## config.mk

```make
export PLATFORM = sky130hd
export DESIGN_NAME = serial_tx_sched_flat
export DESIGN_NICKNAME = d
export VERILOG_FILES = /design/src/rtl/serial_tx_sched_if.sv /design/src/rtl/serial_tx_sched.sv /design/src/flat_wrapper.sv
export SDC_FILE = /design/constraint.sdc
export NUM_CORES = 1
export LEC_CHECK = 0
export ABC_CLOCK_PERIOD_IN_PS = 2400
export CAP_MARGIN = 10
export CORE_AREA = 2 2 39 41
export DETAILED_ROUTE_END_ITERATION = 6
export DIE_AREA = 0 0 41 43
export HOLD_SLACK_MARGIN = 0.1
export PLACE_DENSITY = 0.76
export SLEW_MARGIN = 0
export SYNTH_ARGS = -nofsm -noshare
export SYNTH_HDL_FRONTEND = slang
export SYNTH_SLANG_ARGS = --single-unit
```

## constraint.sdc

```tcl
create_clock -name clk -period 2.4 [get_ports clk]
set_input_delay 0.36 -clock clk [delete_from_list [all_inputs] [get_ports clk]]
set_output_delay 0.36 -clock clk [all_outputs]
set_load 0.05 [all_outputs]
```

## src/rtl/serial_tx_sched_if.sv

```systemverilog
// serial_tx_sched_if: bundle between two parallel requesters, the scheduler and the serial line.
// Latency: none, wires only.
// Backpressure: requesters hold req/data until their gnt pulse; the serial side cannot stall.
// Ports:
//   req0/data0, req1/data1 : requests and WIDTH-bit words (driven by the requester side)
//   gnt0/gnt1, done        : one-cycle pulses from the scheduler
//   so/so_valid/owner      : serial bit, its qualifier and the index of the port being shifted
interface serial_tx_sched_if #(
    parameter int WIDTH = 4
);
    logic             req0;
    logic [WIDTH-1:0] data0;
    logic             req1;
    logic [WIDTH-1:0] data1;
    logic             gnt0;
    logic             gnt1;
    logic             so;
    logic             so_valid;
    logic             owner;
    logic             done;

    // Requester and serial-consumer side.
    modport master (
        output req0, data0, req1, data1,
        input  gnt0, gnt1, so, so_valid, owner, done
    );

    // Scheduler side.
    modport slave (
        input  req0, data0, req1, data1,
        output gnt0, gnt1, so, so_valid, owner, done
    );
endinterface

```

## src/rtl/serial_tx_sched.sv

```systemverilog
// serial_tx_sched: round-robin arbiter for two requesters feeding one LSB-first serial line.
// Latency: first bit on so one cycle after the sampling edge; WIDTH bits back-to-back, no gap between words.
// Backpressure: none on the serial side; requesters wait for gnt, sampled only in IDLE or on a word's last bit.
// Ports:
//   clk : rising-edge clock
//   rst : asynchronous active-low reset, abandons any word in flight without a done pulse
//   bus : serial_tx_sched_if.slave (req/data in, gnt/so/so_valid/owner/done out)
module serial_tx_sched #(
    parameter int WIDTH = 4
) (
    input  logic               clk,
    input  logic               rst,
    serial_tx_sched_if.slave   bus
);
    localparam int CW = $clog2(WIDTH);
    localparam logic [CW-1:0] LAST = CW'(WIDTH - 1);

    typedef enum logic {
        IDLE  = 1'b0,
        SHIFT = 1'b1
    } state_t;

    state_t           state_q;
    logic [WIDTH-1:0] q_q;
    logic [CW-1:0]    cnt_q;
    logic             ptr_q;
    logic             owner_q;
    logic             gnt0_q;
    logic             gnt1_q;
    logic             done_q;

    logic             last_bit;
    logic             sample;
    logic             any_req;
    logic             win;
    logic [WIDTH-1:0] win_data;

    // The edge ending the last bit doubles as a sample point so words run back-to-back.
    assign last_bit = (state_q == SHIFT) && (cnt_q == '0);
    assign sample   = (state_q == IDLE) || last_bit;
    assign any_req  = bus.req0 | bus.req1;
    // Port 1 wins when alone, or when both ask and the pointer favours it.
    assign win      = bus.req1 & (~bus.req0 | ptr_q);
    assign win_data = win ? bus.data1 : bus.data0;

    always_ff @(posedge clk or negedge rst) begin
        if (!rst) begin
            state_q <= IDLE;
            q_q     <= '0;
            cnt_q   <= '0;
            ptr_q   <= 1'b0;
            owner_q <= 1'b0;
            gnt0_q  <= 1'b0;
            gnt1_q  <= 1'b0;
            done_q  <= 1'b0;
        end else begin
            gnt0_q <= 1'b0;
            gnt1_q <= 1'b0;
            done_q <= last_bit;
            if (sample && any_req) begin
                q_q     <= win_data;
                cnt_q   <= LAST;
                state_q <= SHIFT;
                owner_q <= win;
                ptr_q   <= ~win;
                gnt0_q  <= ~win;
                gnt1_q  <= win;
            end else if (state_q == SHIFT) begin
                if (last_bit) begin
                    // Clear q so the idle line reads 0.
                    q_q     <= '0;
                    state_q <= IDLE;
                end else begin
                    q_q   <= {1'b0, q_q[WIDTH-1:1]};
                    cnt_q <= cnt_q - 1'b1;
                end
            end
        end
    end

    assign bus.so       = q_q[0];
    assign bus.so_valid = (state_q == SHIFT);
    assign bus.owner    = owner_q;
    assign bus.gnt0     = gnt0_q;
    assign bus.gnt1     = gnt1_q;
    assign bus.done     = done_q;
endmodule

```

## src/flat_wrapper.sv

```systemverilog
// flat-port wrapper written by rule: the top's interface ports become plain ports
module serial_tx_sched_flat 
#(
    parameter int WIDTH = 4
)
  (clk, rst, bus_req0, bus_data0, bus_req1, bus_data1, bus_gnt0, bus_gnt1, bus_so, bus_so_valid, bus_owner, bus_done);
  serial_tx_sched_if #(.WIDTH(WIDTH)) bus_i ();
  input  logic clk;
  input  logic rst;
  input wire logic [$bits(bus_i.req0)-1:0] bus_req0;
  input wire logic [$bits(bus_i.data0)-1:0] bus_data0;
  input wire logic [$bits(bus_i.req1)-1:0] bus_req1;
  input wire logic [$bits(bus_i.data1)-1:0] bus_data1;
  output wire logic [$bits(bus_i.gnt0)-1:0] bus_gnt0;
  output wire logic [$bits(bus_i.gnt1)-1:0] bus_gnt1;
  output wire logic [$bits(bus_i.so)-1:0] bus_so;
  output wire logic [$bits(bus_i.so_valid)-1:0] bus_so_valid;
  output wire logic [$bits(bus_i.owner)-1:0] bus_owner;
  output wire logic [$bits(bus_i.done)-1:0] bus_done;
  assign bus_i.req0 = bus_req0;
  assign bus_i.data0 = bus_data0;
  assign bus_i.req1 = bus_req1;
  assign bus_i.data1 = bus_data1;
  assign bus_gnt0 = bus_i.gnt0;
  assign bus_gnt1 = bus_i.gnt1;
  assign bus_so = bus_i.so;
  assign bus_so_valid = bus_i.so_valid;
  assign bus_owner = bus_i.owner;
  assign bus_done = bus_i.done;
  serial_tx_sched #(.WIDTH(WIDTH)) u_core (.clk(clk), .rst(rst), .bus(bus_i));
endmodule
```

After elaboration in Yosys (flattened, before gate mapping)
Index checks and enable logic that the tools add are counted.
{"block": "totals", "reg_bits": 12, "output_inout_bits": 6}
{"block": "classes", "n_addsub": 1, "n_eq_ne": 1, "n_mux": 12, "bitwise_logic": 6, "n_reduce_logical": 6}
{"cell": "$mux 4", "count": 3}
{"cell": "$mux 2", "count": 3}
{"cell": "$mux 1", "count": 5}
{"cell": "$mux 3", "count": 1}
{"cell": "$not 1->1", "count": 3}
{"cell": "$logic_and 1x1->1", "count": 2}
{"cell": "$logic_not 2->1", "count": 1}
{"cell": "$ne 2x2->1 const B", "count": 1}
{"cell": "$or 1x1->1", "count": 2}
{"cell": "$reduce_and 2->1", "count": 1}
{"cell": "$reduce_bool 2->1", "count": 1}
{"cell": "$sub 2x1->2 const B", "count": 1}
{"cell": "$and 1x1->1", "count": 1}
{"cell": "$logic_or 1x1->1", "count": 1}

Longest topological paths before layout
Gate-level depths: netlist of the first run.
{"block": "depth", "ltp_word": 6, "mapped_depth": 6, "ltp_nobuf": 5}

Least setup slack after synthesis of the first run
No wires, ideal clock.
{"block": "synth_path", "path_kind": "reg2reg", "from": "reg u_core.state_q, in the netlist u_core.bus.so_valid", "to": "reg u_core.cnt_q[0]", "setup_ps": 125, "arrival_ps": 1407, "path_slack_ps": 868, "stages_incl_launch_ff": 4, "n_path_buf": 0, "synth_period_minus_slack_ps": 1532, "path_cell_list": "dfrtp_1 nor2b_1 or3_4 mux2_2"}
{"block": "synth_between", "elab_chain_cells": 5, "word_cells_on_any_way": 8, "cone_classes": "1 x eq/ne; 1 x mux; 1 x bitwise; 5 x reduce/logical"}
{"item": "start: declaration", "line_no": "serial_tx_sched.sv:23", "rtl": "state_t state_q;"}
{"item": "start signal: assignment", "line_no": "serial_tx_sched.sv:48", "rtl": "state_q <= IDLE;"}
{"item": "start signal: assignment", "line_no": "serial_tx_sched.sv:63", "rtl": "state_q <= SHIFT;"}
{"item": "start signal: assignment", "line_no": "serial_tx_sched.sv:72", "rtl": "state_q <= IDLE;"}
{"item": "$logic_and 1x1->1 or $not 1->1 (tied branches)", "line_no": "serial_tx_sched.sv:39, serial_tx_sched.sv:40"}
{"item": "$logic_or 1x1->1", "line_no": "serial_tx_sched.sv:40", "rtl": "assign sample = (state_q == IDLE) || last_bit;"}
{"item": "$logic_and 1x1->1", "line_no": "serial_tx_sched.sv:60", "rtl": "if (sample && any_req) begin"}
{"item": "$ne 2x2->1 (no line) or $reduce_bool 2->1 (tied branches)"}
{"item": "$reduce_and 2->1 (no line)"}
{"item": "end signal: assignment", "line_no": "serial_tx_sched.sv:75", "rtl": "cnt_q <= cnt_q - 1'b1;"}
{"item": "end: declaration", "line_no": "serial_tx_sched.sv:25", "rtl": "logic [CW-1:0] cnt_q;"}
Several ways; a longest one is shown, not always the timed one.
A chain may end at the register's enable or synchronous reset.

Worst setup path after layout of the first run
{"block": "layout_path", "from": "reg u_core.state_q, in the netlist u_core.bus.so_valid", "to": "out bus_so_valid"}
{"item": "end: declaration", "line_no": "flat_wrapper.sv:17", "rtl": "output wire logic [$bits(bus_i.so_valid)-1:0] bus_so_valid;"}
No word-level cell between the ends.

==> results.md, run 1 <==
* Status: finished clean
* Final #Nets at 84
* CP required at 2.04 ns
* Postcts setup bufs at 0
* Clock Tree Buf Depth at 2
* Cell Chain, Critical Path: clkdlybuf4s50_1
* Fin crit period at about 1.9 ns
* DRT Pass-1 Iters at 4
* Final Hold Viols at 0
* Most frequent cells in the layout: clkdlybuf4s50_1, dfrtp_1
* CTS tree: yes
* Setup violators final at 0
* Sequential Power Share at 0.356
* Routed vias/inst at between 5 and 6
* P_leak at approximately 0.33 nW
* Die area at 0.00176 mm2
* Crit-path leading delay family: buffers and inverters
* WP data arrival at 1.49 ns
* Die Y at between 40 and 50 um
* Total area of sequential cells at 300 um2
* Switching Fraction at 0.393
* N_diodes at 0
* CP bufs+invs at 1
* Synth cell types at 21
* Max_cap viols at 0
* Sequential cell area fraction in the yosys report at 0.514
* Actual slew at the worst max-slew pin at 0.519 ns
* Worst Path Class, Setup: reg -> out
* Net Count, Synth at between 60 and 70
* DPL Wire Length at about 870 um
* Routed Antenna Nets at 0
* Post-Route WL at ~1100 um
* Critical Path Sink Type: output pin
* Pwr dens at roughly 1100 mW/mm2
* Remaining DRCs at 0
* Count of input and output buffers at 17
* First-pass GRT wire length at approximately 1800 um
* Tot Pwr at ~0.0009 W
* Final Cell Area at between 700 and 800 um2
* NetSw at ~0.00035 W
* Worst slew margin at 0.653
* Clk_skew at approximately 0.0062 ns
* Largest family of logic cells by synthesized area: simple AND/OR/NAND/NOR gates
* # fillers at approximately 120
* Fmax at 0.540 GHz
* Clock sink count at 12
* Gr usage total at 0.161
* CTS Buf Count at 3
* Initial antenna violation count at 0
* Flops & latches, synth at 12
* Adder-cell share of the synthesized area at 0.0214
* Final period util at 0.772
* WHS at around 0.43 ns
* Initial DRC Count at 9
* Die Wd at between 40 and 50 um
* Post-CTS sizing at 0
* Mapped Cells at 52
* Final slew viol count at 0
* Setup_tns at 0 ns
* Critical Path Fanout Max at 5
* GR Overflow Total at 0
* Post-synthesis xor/xnor area fraction at 0
* Hold crit path type: in -> async
* CP peak stage delay at between 0.8 and 0.9 ns
* Layout cells sized above 1 at 0.157
* Avg WL per Cell at ~13 um
* Worst-Skew Late Latency at between 0.2 and 0.3 ns
* Syn Area/Cell at 11.2 um2
* CP startpoint kind: flip-flop
* Comb power frac at 0.470
* Top Ports at 18
* Core Region at 0.00138 mm2
* Largest net degree at the start of global routing at 14
* Maximum VDD drop at ~500 uV
* Commonest non-fill, non-tap cell in the layout: clkdlybuf4s50_1
* Htree depth at 1
* Root buffer cell: clkbuf_4
* Row Count at 14
* GPL Wtd Cong at roughly 0.77
* Clock-pin slew on the worst setup and hold paths at about 0.08 ns
* Placed Area at approximately 750 um2
* Mapped Area at 584 um2
* Vias at ~460
* Hold-fix buffers, CTS at 0
* Starting Density at 0.422
* Simple-gate share of the synthesized area at 0.223
* Post-synthesis mux area share at 0.0193
* Post-synthesis compound-gate area fraction at 0.163
* Synth-to-layout area growth at 34.0%
* Vias in the first global route at around 420
* Yosys warns at 0
* Pint at roughly 0.00054 W
* RSZ-0062 raised after global routing: false
* Area occupied by multi-input gates at ~250 um2
* Clock power frac at 0.174
* Worst path slowest cell: clkdlybuf4s50_1
[final timing paths]
path	startpoint	endpoint	slack [ns]	cells past startpoint
worst max-delay path	u_core.bus.so_valid$_DFF_PN0_	bus_so_valid	0.55	1
worst min-delay path	rst	u_core.q_q[3]$_DFFE_PN0P_	0.43	1
worst max register to register	u_core.cnt_q[0]$_DFFE_PN0P_	u_core.bus.owner$_DFFE_PN0P_	0.91	5
worst min register to register	u_core.bus.owner$_DFFE_PN0P_	u_core.bus.owner$_DFFE_PN0P_	0.48	1
max in group asynchronous	rst	u_core.bus.owner$_DFFE_PN0P_	1.62	1
min in group clk	u_core.bus.owner$_DFFE_PN0P_	u_core.bus.owner$_DFFE_PN0P_	0.48	1
[power groups by stage]
stage	Clock (W)	Sequential, W	Combinational, W
floorplan	0	0.000430	0.000196
global placement	0	0.000320	0.000418
detailed placement	0	0.000324	0.000424
CTS	0.000159	0.000320	0.000425
global route	0.000174	0.000328	0.000457
finish	0.000155	0.000318	0.000419
[cells by family after synthesis]
group	count (synthesis)
buf+inv	5
mux	1
flops	12
simple gates	23
compound gates	10
fa+ha+maj	1
[cell usage after synthesis]
| cell | count | share of area |
|---|---|---|
| a21boi_1 | 1 | 0.013 |
| a21o_1 | 1 | 0.013 |
| a21oi_1 | 2 | 0.017 |
| a2bb2oi_1 | 1 | 0.015 |
| a31oi_1 | 2 | 0.021 |
| a41oi_2 | 3 | 0.084 |
| and2_1 | 1 | 0.011 |
| and3_2 | 1 | 0.013 |
| buf_2 | 1 | 0.0086 |
| buf_6 | 2 | 0.039 |
| dfrtp_1 | 12 | 0.51 |
| ha_1 | 1 | 0.021 |
| inv_1 | 2 | 0.013 |
| mux2_2 | 1 | 0.019 |
| nand2_1 | 4 | 0.026 |
| nand2b_1 | 2 | 0.021 |
| nand3_1 | 4 | 0.034 |
| nand4_1 | 4 | 0.043 |
| nor2_1 | 4 | 0.026 |
| nor2b_1 | 1 | 0.011 |
| or3_4 | 2 | 0.039 |
[per-stage QoR]
step / utilization / worst slack, ns / std cells
CTS: 0.566 / 0.539 / 86
finish: 0.566 / 0.547 / 86
floorplan: - / 0.868 / 52
global placement: 0.540 / 0.653 / 82
global route: 0.566 / 0.455 / 86
detailed placement: 0.540 / 0.617 / 82
[per-layer routing]
metal | routed length (um) | GRT usage | vias up
met4 | 13 | 0.0800 | 0
met5 | 0 | 0 | -
met1 | 503 | 0.217 | 226
met2 | 550 | 0.228 | 8
met3 | 39 | 0.0471 | 2
li1 | - | - | 225
[state kept, by name (all words and copies together) (netlist names)]
register and cells:
u_core.bus.done 1, u_core.bus.gnt0 1, u_core.bus.gnt1 1, u_core.bus.owner 1
u_core.bus.so_valid 1, u_core.cnt_q 2, u_core.ptr_q 1, u_core.q_q 4
[area by class of cell]
cell class / count / area share
clock buffers: 4 / 0.0463
inverters: 2 / 0.00958
multi-input cells: 35 / 0.318
flip-flops and latches: 12 / 0.383
well taps: 16 / 0.0256
repair buffers: 17 / 0.217
No activity file was read; power rests on OpenSTA's default activity.
==> run 2, diff against run 1 <==
ABC_CLOCK_PERIOD_IN_PS = 1900   (was 2400)
CORE_AREA = not set   (was 2 2 39 41)
CORE_UTILIZATION = 43   (was not set)
DIE_AREA = not set   (was 0 0 41 43)
PLACE_DENSITY = 0.75   (was 0.76)
clock period = 1.9 ns   (was 2.4 ns; I/O delays follow)
==> run 2 against run 1 <==
  * Final area shrank 0.32%
  * Highest routed layer is now met3
  * Clock skew is 0.0052 ns lower
  * Die area down 14%
  * Critical endpoint unchanged
  * Worst hold slack worse by 0.071 ns
  * Sequential power up 27%
  * Critical path type unchanged
  * Sequential cell count stayed put
  * First-iteration DRC count rose by 67%
==> results.md, run 2 (same netlist as run 1, synthesis figures left out) <==
* Status: finished clean
* Fin crit period at approximately 1.8 ns
* Worst-Skew Late Latency at 0.26 ns (about the same)
* CP peak stage delay at 0.81 ns (about the same)
* NetSw at 0.000444 W (+27%)
* Pint at 0.000686 W (+26%)
* Most frequent cells in the layout: clkdlybuf4s50_1, dfrtp_1
* Post-Layout Cell Count at 84 (-2.3%)
* CTS tree: yes
* Remaining DRCs at 0 (unchanged)
* Clock power frac at 0.175 (about the same)
* Final period util at 0.924
* Switching Fraction at 0.393 (about the same)
* CP required at 1.62 ns (-0.42 ns)
* Die Y at 38.9 um (-9.6%)
* Critical Path Fanout Max at 5 (unchanged)
* Worst slew margin at 0.655 (+0.00218)
* RR Startpoint: u_core.cnt_q[0]$_DFFE_PN0P_
* Setup_tns at 0 ns (unchanged)
* Pre-CTS WS at 0.206 ns (-0.411 ns)
* Tot Pwr at 0.00113 W (+26%)
* CTS Buf Count at 3 (unchanged)
* Fmax at about 0.57 GHz
* Gr usage total at 0.164 (+0.00321)
* Worst reg2reg endpoint: u_core.bus.owner$_DFFE_PN0P_
* Final Hold Viols at 0 (unchanged)
* Pwr dens at 1450 mW/mm2 (+27%)
* First-pass GRT wire length at 1660 um (-9.8%)
* WP data arrival at 1.47 ns (-0.02 ns)
* Htree depth at 1 (unchanged)
* CP startpoint kind: flip-flop
* Clock sink count at 12 (unchanged)
* Actual slew at the worst max-slew pin at 0.516 ns (-0.00325 ns)
* Most Crowded Layer GR: met2
* Comb power frac at 0.466 (-0.004)
* Largest register by flop count: u_core.q_q
* # fillers at 94 (-24%)
* Post-Route WL at 1030 um (-7.0%)
* Largest net degree at the start of global routing at 14 (unchanged)
* Row Count at 12 (-2)
* Initial DRC Count at 15 (+6)
* Largest regs: u_core.q_q: 4 flops, u_core.cnt_q: 2 flops
* GPL Wtd Cong at 0.728 (-5.2%)
* Cell Chain, Critical Path: clkdlybuf4s50_1
* Fin worst setup slack at 0.144 ns (-0.403 ns)
* Setup violators final at 0 (unchanged)
* CP bufs+invs at 1 (unchanged)
* Crit-path leading delay family: buffers and inverters
* Final #Nets at 84 (unchanged)
* Vias at 446 (-3.3%)
* Worst R2R Setup Slack at 0.41 ns (-0.50 ns)
* Inst Count DP at 80 (-2.4%)
* Commonest non-fill, non-tap cell in the layout: clkdlybuf4s50_1
* Hold crit path type: in -> async
* Starting Density at 0.493 (+0.0704)
* Met3 Resource Use GR at 0.0347 (-0.0124)
* Layout cells sized above 1 at 0.157 (unchanged)
* Vias in the first global route at 389 (-8.3%)
* Routed vias/inst at 5.31 (-0.95%)
* Sequential Power Share at 0.359 (+0.003)
* Worst Path Class, Setup: reg -> out
* Critical Path Sink Type: output pin
* Die Wd at 38.9 um (-5.2%)
* Post-CTS sizing at 0 (unchanged)
* Final slew viol count at 0 (unchanged)
* Initial antenna violation count at 0 (unchanged)
* Final Cell Area at 781 um2 (-0.32%)
* Clk_skew at 0.000945 ns (-0.00524 ns)
* Top Ports at 18 (unchanged)
* Maximum VDD drop at 906 uV (+83%)
* Placed Area at 744 um2 (-0.33%)
* Postcts setup bufs at 0 (unchanged)
* Max reg flops at 4 (unchanged)
* GR Layer Usage met2 at 0.250 (+0.0219)
* Worst path slowest cell: clkdlybuf4s50_1
* Clock Tree Buf Depth at 2 (unchanged)
* N_diodes at 0 (unchanged)
* DPL Wire Length at 806 um (-7.3%)
* Clock-pin slew on the worst setup and hold paths at 0.08 ns (about the same)
* Count of input and output buffers at 17 (unchanged)
* Number of cells on the worst reg-to-reg path at 5 (unchanged)
* Die area at 0.00151 mm2 (-14%)
* GR Util met1 at 0.232 (+0.0147)
* Routed Antenna Nets at 0 (unchanged)
* RSZ-0062 raised after global routing: false
* Core Region at 0.00119 mm2 (-14%)
* Avg WL per Cell at 12.3 um (-4.7%)
* Hold-fix buffers, CTS at 0 (unchanged)
* DRT Pass-1 Iters at 4 (unchanged)
* Root buffer cell: clkbuf_4
* GR Overflow Total at 0 (unchanged)
* P_leak at 0.334 nW (unchanged)
* Synth-to-layout area growth at 33.6%
* Max_cap viols at 0 (unchanged)
==> run 2: cell counts in the layout (fill, tap and decap cells not counted) <==
No cell type changed its count.
==> run 2: cell type report <==
cell class                      count  area, um2  area share
Clock buffer                        4       36.3      0.0465
Inverter                            2       7.51     0.00962
Multi-Input combinational cell     35        249       0.319
Sequential cell                    12        300       0.385
Tap cell                           14       17.5      0.0224
Timing Repair Buffer               17        170       0.218
==> run 2: per-layer routing <==
metal | vias to the layer above | wire length (um)
met3 | 0 | 47
li1 | 227 | -
met5 | - | 0
met4 | 0 | 0
met1 | 207 | 507
met2 | 12 | 474
==> run 2: how the worst max path moves through the flow <==
| stage | start | to | slack (ns) | cells after the start |
|---|---|---|---|---|
| global route | u_core.bus.so_valid$_DFF_PN0_ | bus_so_valid | 0.10 | 1 |
| finish | u_core.bus.so_valid$_DFF_PN0_ | bus_so_valid | 0.14 | 1 |
| detailed placement | bus_req1 | u_core.cnt_q[0]$_DFFE_PN0P_ | 0.21 | 3 |
| floorplan | u_core.bus.so_valid$_DFF_PN0_ | u_core.cnt_q[0]$_DFFE_PN0P_ | 0.37 | 3 |
| global placement | bus_req1 | u_core.cnt_q[0]$_DFFE_PN0P_ | 0.23 | 3 |
| CTS | u_core.bus.so_valid$_DFF_PN0_ | bus_so_valid | 0.14 | 1 |
==> run 2: per-stage QoR <==
step                hold WS [ns]  utilization
floorplan                -0.0106            -
CTS                        0.381        0.658
finish                     0.361        0.658
detailed placement         0.478        0.628
global route               0.411        0.658
global placement           0.464        0.628
==> run 2: power groups by stage <==
stage / clock (W) / combinational (W) / sequential [W]
global route: 0.000219 / 0.000565 / 0.000417
global placement: 0 / 0.000528 / 0.000406
detailed placement: 0 / 0.000532 / 0.000410
finish: 0.000198 / 0.000527 / 0.000405
CTS: 0.000203 / 0.000534 / 0.000405
floorplan: 0 / 0.000247 / 0.000543
